<file path="src/rtl/sobel_pkg.sv">
// Shared constants and frame-state encoding for the Sobel frame-buffer path.
// Imported by the RAM scheduler and its address counters.
package sobel_pkg;

    localparam int DEF_IMG_W  = 100;
    localparam int DEF_IMG_H  = 100;
    localparam int DEF_ADDR_W = 14;
    localparam int DEF_DATA_W = 8;
    localparam int PIX_TOTAL  = DEF_IMG_W * DEF_IMG_H;

    typedef enum logic [1:0] {
        ST_IDLE = 2'd0,
        ST_LOAD = 2'd1,
        ST_SHOW = 2'd2
    } state_t;

endpackage

</file>
<file path="src/rtl/frame_addr_cnt.sv">
// Wrapping address counter; addr is the address used this cycle.
// clr forces the current address to 0 (and inc then steps from 0).
module frame_addr_cnt
    import sobel_pkg::*;
#(
    parameter int MAX = PIX_TOTAL,
    parameter int W   = DEF_ADDR_W
) (
    input  logic         clk,
    input  logic         rst_n,
    input  logic         clr,
    input  logic         inc,
    output logic [W-1:0] addr
);

    logic [W-1:0] cnt;
    logic [W-1:0] base;

    assign base = clr ? '0 : cnt;
    assign addr = base;

    always_ff @(posedge clk or negedge rst_n) begin
        if (!rst_n) begin
            cnt <= '0;
        end else if (inc) begin
            cnt <= (base == W'(MAX - 1)) ? '0 : base + 1'b1;
        end else begin
            cnt <= base;
        end
    end

endmodule

</file>
<file path="src/rtl/frame_ram_sched.sv">
// Single-port frame RAM scheduler: read-priority arbiter, frame FSM,
// 3-stage read pipeline with per-read blanking, and write starvation flag.
module frame_ram_sched
    import sobel_pkg::*;
#(
    parameter int IMG_W      = DEF_IMG_W,
    parameter int IMG_H      = DEF_IMG_H,
    parameter int ADDR_W     = DEF_ADDR_W,
    parameter int DATA_W     = DEF_DATA_W,
    parameter int STARVE_MAX = 255
) (
    input  logic              sclk,
    input  logic              rst_n,
    input  logic              wr_req,
    input  logic [DATA_W-1:0] wr_data,
    output logic              wr_ack,
    input  logic              rd_frame_start,
    input  logic              rd_req,
    output logic              rd_valid,
    output logic [DATA_W-1:0] rd_data,
    output logic              ram_en,
    output logic              ram_we,
    output logic [ADDR_W-1:0] ram_addr,
    output logic [DATA_W-1:0] ram_wdata,
    input  logic [DATA_W-1:0] ram_rdata,
    output logic              frame_done,
    output logic              wr_starve
);

    localparam int PIX_CNT = IMG_W * IMG_H;
    localparam int SW      = $clog2(STARVE_MAX + 1);

    state_t            state;
    state_t            state_d;
    logic              rd_gnt;
    logic              wr_gnt;
    logic              last_pix;
    logic [ADDR_W-1:0] waddr;
    logic [ADDR_W-1:0] raddr;
    logic [1:0]        vld_q;
    logic [1:0]        shw_q;
    logic [SW-1:0]     starve_cnt;

    assign rd_gnt   = rd_req;
    assign wr_gnt   = wr_req & ~rd_req;
    assign wr_ack   = wr_gnt;
    assign last_pix = (waddr == ADDR_W'(PIX_CNT - 1));

    frame_addr_cnt #(.MAX(PIX_CNT), .W(ADDR_W)) u_waddr (
        .clk   (sclk),
        .rst_n (rst_n),
        .clr   (1'b0),
        .inc   (wr_gnt),
        .addr  (waddr)
    );

    frame_addr_cnt #(.MAX(PIX_CNT), .W(ADDR_W)) u_raddr (
        .clk   (sclk),
        .rst_n (rst_n),
        .clr   (rd_frame_start),
        .inc   (rd_gnt),
        .addr  (raddr)
    );

    always_ff @(posedge sclk or negedge rst_n) begin
        if (!rst_n) begin
            state <= ST_IDLE;
        end else begin
            state <= state_d;
        end
    end

    always_comb begin
        state_d = state;
        if (wr_gnt) begin
            unique case (state)
                ST_IDLE: state_d = last_pix ? ST_SHOW : ST_LOAD;
                ST_LOAD: state_d = last_pix ? ST_SHOW : ST_LOAD;
                ST_SHOW: state_d = ST_LOAD;
                default: state_d = ST_IDLE;
            endcase
        end
    end

    always_ff @(posedge sclk or negedge rst_n) begin
        if (!rst_n) begin
            ram_en     <= 1'b0;
            ram_we     <= 1'b0;
            ram_addr   <= '0;
            ram_wdata  <= '0;
            frame_done <= 1'b0;
        end else begin
            ram_en     <= rd_gnt | wr_gnt;
            ram_we     <= wr_gnt;
            ram_addr   <= rd_gnt ? raddr : waddr;
            frame_done <= wr_gnt & last_pix;
            if (wr_gnt) begin
                ram_wdata <= wr_data;
            end
        end
    end

    // Blanking follows the state at grant time, not at data return.
    always_ff @(posedge sclk or negedge rst_n) begin
        if (!rst_n) begin
            vld_q    <= '0;
            shw_q    <= '0;
            rd_valid <= 1'b0;
            rd_data  <= '0;
        end else begin
            vld_q    <= {vld_q[0], rd_gnt};
            shw_q    <= {shw_q[0], rd_gnt & (state == ST_SHOW)};
            rd_valid <= vld_q[1];
            rd_data  <= shw_q[1] ? ram_rdata : '0;
        end
    end

    always_ff @(posedge sclk or negedge rst_n) begin
        if (!rst_n) begin
            starve_cnt <= '0;
            wr_starve  <= 1'b0;
        end else if (wr_gnt) begin
            starve_cnt <= '0;
        end else if (wr_req) begin
            if (starve_cnt != SW'(STARVE_MAX)) begin
                starve_cnt <= starve_cnt + 1'b1;
            end
            if (starve_cnt >= SW'(STARVE_MAX - 1)) begin
                wr_starve <= 1'b1;
            end
        end
    end

endmodule

</file>
<file path="config.mk">
export PLATFORM = sky130hd
export DESIGN_NAME = frame_ram_sched
export DESIGN_NICKNAME = d
export VERILOG_FILES = /design/src/rtl/sobel_pkg.sv /design/src/rtl/frame_addr_cnt.sv /design/src/rtl/frame_ram_sched.sv
export SDC_FILE = /design/constraint.sdc
export NUM_CORES = 1
export LEC_CHECK = 0
export CAP_MARGIN = 20
export CORE_MARGIN = 10
export CORE_UTILIZATION = 53
export CTS_CLUSTER_SIZE = 30
export DETAILED_ROUTE_END_ITERATION = 7
export GPL_TIMING_DRIVEN = 0
export PLACE_DENSITY = 0.79
export RECOVER_POWER = 100
export SYNTH_ARGS = -nofsm -noshare
export SYNTH_HDL_FRONTEND = slang
export SYNTH_SLANG_ARGS = --single-unit
</file>
<file path="constraint.sdc">
create_clock -name sclk -period 2.38 [get_ports sclk]
set_clock_uncertainty 0.15 [all_clocks]
set_input_delay 0.714 -clock sclk [delete_from_list [all_inputs] [get_ports sclk]]
set_output_delay 0.714 -clock sclk [all_outputs]
set_load 0.1 [all_outputs]
</file>
---- Word level (Yosys, flattened, before mapping) ----
Index checks and enable logic that the tools add are counted.
word-level totals
  word-level logic and storage cells ...... 46
  flip-flop bits (word level) ............. 77
  input port bits ......................... 21
cells by class
  eq/ne operators ......................... 5
  muxes and demuxes ....................... 11
  bitwise gates (word level) .............. 6
  reductions and logical operators ........ 6
  add/subtract/negate cells ............... 3
  $lt $le $gt $ge ......................... 1
operators with widths
  kind                                                              count
  14-bit two-way mux                                                5
  8-bit two-way mux                                                 4
  14-bit by 1-bit adder with 14-bit output (second input constant)  2
  14-bit == test (second input constant)                            2
  8-bit by 1-bit adder with 8-bit output (second input constant)    1
  8-bit greater-or-equal comparator (second input constant)         1
  8-bit != test (second input constant)                             1
  2-bit case mux with 2 select lines                                1
  2-bit nonzero test                                                2
  1-bit AND                                                         3
  3-bit AND reduction                                               1
  2-bit by 1-bit == test with 1-bit output (second input constant)  1
  2-bit == test (second input constant)                             1
  2-bit logical NOT                                                 1
  2-bit two-way mux                                                 1
  1-bit inverter                                                    2
  2-bit AND reduction                                               1
  2-bit OR reduction                                                1
  1-bit bitwise OR                                                  1

---- Longest topological paths before layout ----
Gate-level depths: netlist of the first run.
  word-level depth ........................ 4
  depth in mapped cells ................... 7
  mapped depth without buffers ............ 6

---- Modules after synthesis ----
A second synthesis of the first run with hierarchy kept.
second synthesis, totals
  cell total of the unflattened synthesis .. 329
  area total of the unflattened synthesis .. 3669.8 um2
modules (own cells, without submodules)
  module           times used  seq. area each (um2)  area each (um2)  cells each
  frame_ram_sched  1           1226.2                1920.6           153
  frame_addr_cnt   2           350.3                 874.6            88

---- Least setup slack after synthesis of the first run ----
Ideal clock, no wire load.
  path kind ............................... input-to-output
  start point ............................. in wr_req
  end point ............................... out wr_ack
  path buffers ............................ 3
  cell stages on the path ................. 5
  path slack .............................. -279 ps
  data required time ...................... 1516 ps
  data arrival time ....................... 1795 ps
  path through ............................ buf_2 nand2b_1 clkbuf_1 inv_1 buf_2
on the way
  cells in the longest elaborated chain, start to end .. 1
ends and longest elaborated chain
  element      RTL line               text
  from (decl)  frame_ram_sched.sv:14  input logic wr_req,
  1-bit AND    frame_ram_sched.sv:45  assign wr_gnt = wr_req & ~rd_req;
  to (decl)    frame_ram_sched.sv:16  output logic wr_ack,
Every way passes these cells.

---- Worst setup path after layout of the first run ----
  start point ............................. in rd_req
  end point ............................... out wr_ack
on the way
  cells in the longest elaborated chain, start to end .. 2
ends and longest elaborated chain
  element         RTL line               text
  from (decl)     frame_ram_sched.sv:18  input logic rd_req,
  1-bit inverter  frame_ram_sched.sv:45
  1-bit AND       frame_ram_sched.sv:45
Every way passes these cells.

==> results of run 1 <==
registers in the layout, indices dropped and copies added, names as in the netlist:
signal       cells
rd_data          8
rd_valid         1
ram_en           1
ram_addr        14
wr_starve        1
shw_q            2
starve_cnt       8
vld_q            2
u_raddr.cnt     14
state            2
ram_wdata        8
frame_done       1
u_waddr.cnt     14
ram_we           1
worst max path at each step:
| stage | start | to | slack, ps | depth (start not counted) |
|---|---|---|---|---|
| after CTS | rd_req | wr_ack | -7 | 7 |
| after global routing | rd_req | wr_ack | 30 | 6 |
| after detailed placement | rd_req | wr_ack | -1660 | 7 |
| after floorplan | wr_req | wr_ack | 5 | 5 |
| final | rd_req | wr_ack | 60 | 6 |
| after global placement | rst_n | ram_wdata[3] | -2200 | 1 |
cells by family (layout without fill, tap and decap cells):
logic type / after synthesis / in the layout
multiplexers: 6 / 6
buffers and inverters: 27 / 103
AND/OR/NAND/NOR: 157 / 157
XOR/XNOR: 15 / 15
AO/OA/AOI/OAI: 45 / 45
flip-flops: 77 / 77
adder cells (fa/ha/maj): 4 / 4
worst max-delay path, stage by stage:
cell        delay, ps
buf_6              90
buf_6             100
nand2b_4          130
clkbuf_8          140
clkinvlp_4        100
buf_12            180
layer usage:
metal / GRT usage / up-vias
met5: 0 / -
met4: 0.05326 / 0
li1: - / 1299
met3: 0.05350 / 8
met1: 0.2002 / 1343
met2: 0.2661 / 72
area by class of cell:
| class | instances | area, µm² | share of cell area |
|---|---|---|---|
| clock buffer | 10 | 137.6 | 0.03168 |
| multi-input combinational | 227 | 1403 | 0.3229 |
| tap | 77 | 96.34 | 0.02218 |
| inverter | 14 | 56.30 | 0.01296 |
| clock inverter | 6 | 86.33 | 0.01987 |
| sequential | 77 | 1927 | 0.4435 |
| buffer | 12 | 72.57 | 0.01671 |
| timing repair buffer | 61 | 565.5 | 0.1302 |
timing repair:
action / in CTS / in global routing
gates resized for setup: 121 / 11
setup endpoints to repair: 45 / 12
pin swaps: 0 / 0
gates cloned: 0 / 0
buffers inserted: 4 / 1
hold buffers: 0 / 0
stage by stage:
step / std cells / power, µW / cell area (µm²) / TNS, ps
CTS: 484 / 3325 / 4457 / -7.322
global placement: 463 / 2208 / 4094 / -180720
floorplan: 331 / 2002 / 3447 / 0
detailed placement: 464 / 2225 / 4111 / -12390
global route: 484 / 3410 / 4344 / 0
finish: 484 / 3281 / 4344 / 0
where the power goes:
part | switching (µW) | internal [µW] | total (µW)
Clock | 490 | 617 | 1110
Combinational | 509 | 170 | 679
Sequential | 89.5 | 1410 | 1490
Total | 1090 | 2190 | 3280
layout by cell type (no fill, tap or decap), drive strengths merged, types with 2 or more instances in the layout:
master	count
o2111ai	2
nor4	5
and2	8
clkbuf	33
dfrtp	77
nand4	4
nor3b	2
nand3b	9
dlygate4sd3	6
mux2	6
o21ai	19
o31ai	5
nor3	12
clkinv	3
a21oi	8
clkdlybuf4s15	24
clkinvlp	2
nand2	51
nor2	14
a31oi	4
or3	6
nand2b	7
inv	13
and4	6
nand3	17
xor2	2
bufinv	2
xnor2	13
buf	9
nor4b	3
nor2b	6
clkdlybuf4s50	10
ha	4
or2	2
and4b	2
==> metrics.txt, run 1 <==
status finished, final reports clean; critical path class in -> out; Slew Viols, Final 0; top cells by count, synth dfrtp_1 (77), nand2_1 (51), o21ai_0 (18); H-tree depth 3; drt via density 5.624; Seq cells post-synth 77; VDD IR max 0.5644 mV; Vias 2722; Worst slew margin 0.3965; wire per inst 16.27 µm; Post-synth EDFFs 0; min-delay worst type reg -> reg; die extent in y 100.5 µm; GRT overflow 0; arrival time worst endpoint 1460 ps; IO Port Bufs 55; XOR/XNOR share of the synthesized area 0.03829; post-synth top area share 0.5616; post-route antenna net violation count 0; die area 0.01009 mm²; final setup margin 57.78 ps; vias in the first global route 2820; Leak 0.001899 µW; Synth Flop Type dfrtp_1; TritonCTS clock tree yes; synth top area cells dfrtp_1 (56%), nand2_1 (5.6%), xnor2_1 (3.3%); Synth area leader dfrtp_1; most frequent cell after synthesis dfrtp_1; fin crit period 2322 ps; met3 WL 464 µm; startpoint of the worst hold path shw_q[0]; Worst Hold Depth 0; Critical Path RT 1520 ps; crit start category input port; drc violations 0; WL final 7.874 mm; Initial Util 0.5434; R2R Path End u_waddr.cnt[13]; Tightest Pin Transition 905.2 ps; clock-pin slew on the worst setup and hold paths 80 ps; root buffer cell clkbuf_8; Filler Cell Count 479; 1st-iter DRT viols 106; num rows 29; GRT Overall Usage 0.1635; Mapped Cells 331; core area 0.006314 mm²; Min-Delay Endpoint shw_q[1]; final core occ 0.6881; Yosys cell types 46; met2 routed WL 3.881 mm; reg-to-reg startpoint u_waddr.cnt[4]; Post-Synth Simple-Gate Area 0.2495; clock buffer depth 2; R2R Setup Slk 270 ps; P per Cell Area 755.3 mW/mm²; Syn-to-layout area delta 26.62%; DR pass1 iterations 4; largest net degree at the start of global routing 43; synthesized area 0.003431 mm²; post-synthesis mux area share 0.01969; layout cell share with drive strength beyond 1 0.1941; initial antenna violation count 0; fin crit share 0.9757; Synth Net Count 356; Max Used Layer met4; Synth warnings 0; Synth async-reset ratio 1.000; first-pass GRT wire length 13.52 mm; Synth Area in Adders 0.01459; Layout Nets 427; R2R depth 4; Top Ports 57; Fin. Hold Viols 0; HPWL after DPL 5.558 mm; DRT met1 WL 3.438 mm; unrepaired setup endpoints after global routing false; Fmax achieved 430.6 MHz; max_cap viols 0; worst skew pair latency 350 ps; compound-gate portion of the synthesized area 0.08315; crit path capture type primary output; clk sinks 77; largest family of logic cells by synthesized area simple AND/OR/NAND/NOR gates; Setup-failing EPs final 0; cts bufs inserted 9; Placer Congestion 0.9037; sequential share of the synthesized area 0.5616; Post-Syn Area per Cell 10.36 µm²; Setup WS pre-CTS -1655 ps; Die Wd 100.5 µm; Min Hold Slack 201.4 ps; CP max FO 3; n_diodes 0
Power figures use the tool's default switching activity.
==> inputs of run 2 (changes only) <==
- SETUP_SLACK_MARGIN: default -> 0.02
==> metrics.txt, run 2 (same netlist as run 1, synthesis figures left out) <==
CP cell instances clkbuf_1, clkbuf_1, nand2b_1, clkbuf_8, inv_8, buf_12; startpoint of the worst hold path vld_q[0]; commonest cells after routing, fill and taps aside dfrtp_1 (77), nand2_1 (51), clkdlybuf4s15_2 (35); clock buffer depth 2; crit start category input port; worst skew pair latency 350 ps; fin crit share 0.9677; Initial Util 0.5434; fin crit period 2303 ps; Fmax achieved 434.2 MHz; reg-to-reg startpoint u_waddr.cnt[5]; clk sinks 77; Min Hold Slack 208.6 ps; unrepaired setup endpoints after global routing false; wire per inst 15.80 µm; die extent in y 100.5 µm; final core occ 0.6920; most common cell after layout, fill and taps aside dfrtp_1; Layout Nets 427; GRT overflow 0; n_diodes 0; drc violations 0; post-route antenna net violation count 0; crit path capture type primary output; initial antenna violation count 0; Slew Viols, Final 0; placed insts 464; IO Port Bufs 55; cts bufs inserted 9; Die Wd 100.5 µm; DR pass1 iterations 4; Top Ports 57; vias in the first global route 2705; Filler Cell Count 501; post-route insts no fill 484; H-tree depth 3; core area 0.006314 mm²; crit path launch rd_req; clock power share 0.318; first-pass GRT wire length 12.97 mm; Worst slew margin 0.3759; 1st-iter DRT viols 96; cell internal pwr 2102 µW; Fin. Hold Viols 0; Comb pwr share 0.214; WL final 7.646 mm; Placer Congestion 0.9019; status finished, final reports clean; Setup-failing EPs final 0; P per Cell Area 731.7 mW/mm²; max_cap viols 0; Syn-to-layout area delta 27.35%; VDD IR max 0.6648 mV; Leak 0.001866 µW; TritonCTS clock tree yes; die area 0.01009 mm²; CP most frequent cell clkbuf_1; Sequential Power Share 0.469; P_sw 1095 µW; CP max FO 2; multi-input logic area 0.001395 mm²; drt via density 5.523; arrival time worst endpoint 1440 ps; largest net degree at the start of global routing 44; num rows 29; Regs by FF count ram_addr: 14 flops, u_raddr.cnt: 14 flops, u_waddr.cnt: 14 flops; CP max stage cell nand2b_1; min-delay worst type reg -> reg; Vias 2673; max incr delay on CP 160 ps; root buffer cell clkbuf_8; GRT Overall Usage 0.1586; layout cell share with drive strength beyond 1 0.1843; clock-pin slew on the worst setup and hold paths 80 ps; FF/Latch Area 0.001927 mm²; Tightest Pin Transition 936.2 ps; Critical Path RT 1520 ps; HPWL after DPL 5.452 mm; critical path class in -> out; sw frac 0.3426
## run 2: per-stage QoR
step	instance area (µm²)	total power, µW	setup WS (ps)	setup TNS, ps
after floorplan	3447	2003	81.69	0
after global placement	4094	2208	-2198	-180380
after detailed placement	4111	2228	-1544	-12100
after CTS	4441	3241	95.37	0
after global routing	4369	3334	31.05	0
final	4369	3197	76.99	0
## run 2: power groups by stage
stage	logic (µW)	registers (µW)	clock network, µW
after floorplan	171	1830	0
after global placement	693	1510	0
after detailed placement	705	1520	0
after CTS	706	1500	1040
after global routing	725	1510	1090
final	683	1500	1020
## run 2: worst paths after layout
kind                                   end  slack (ps)  depth (start not counted)
max                                 wr_ack          80                          6
min                               vld_q[1]         210                          0
max reg2reg                u_waddr.cnt[13]         340                          4
min reg2reg                       vld_q[1]         210                          0
max in group asynchronous      ram_addr[1]         350                          2
min in group asynchronous     ram_addr[11]         310                          1
## run 2: area by class of cell
| type | instances | share of cell area |
|---|---|---|
| multi-input combinational | 227 | 0.3193 |
| inverter | 14 | 0.01375 |
| timing repair buffer | 61 | 0.1418 |
| buffer | 12 | 0.01489 |
| sequential | 77 | 0.4410 |
| tap | 77 | 0.02205 |
| clock buffer | 10 | 0.03150 |
| clock inverter | 6 | 0.01575 |
## run 2: worst max-delay path: cells and delay by family
kind          cells  cell delay, ps
buf+inv           5             560
simple gates      1             160
## run 2: routing by layer
layer | GRT usage | routed length [µm] | up-vias
met5 | 0 | 0 | -
met4 | 0.05543 | 102 | 0
met3 | 0.05967 | 521 | 10
met2 | 0.2591 | 3814 | 62
met1 | 0.1868 | 3208 | 1305
li1 | - | - | 1296
## run 2: timing repair
item | in CTS | in global routing
hold buffers | 0 | 0
resized for setup | 135 | 0
hold endpoints to repair | 0 | 0
endpoints found under the setup margin | 45 | 0
buffers inserted | 5 | 0
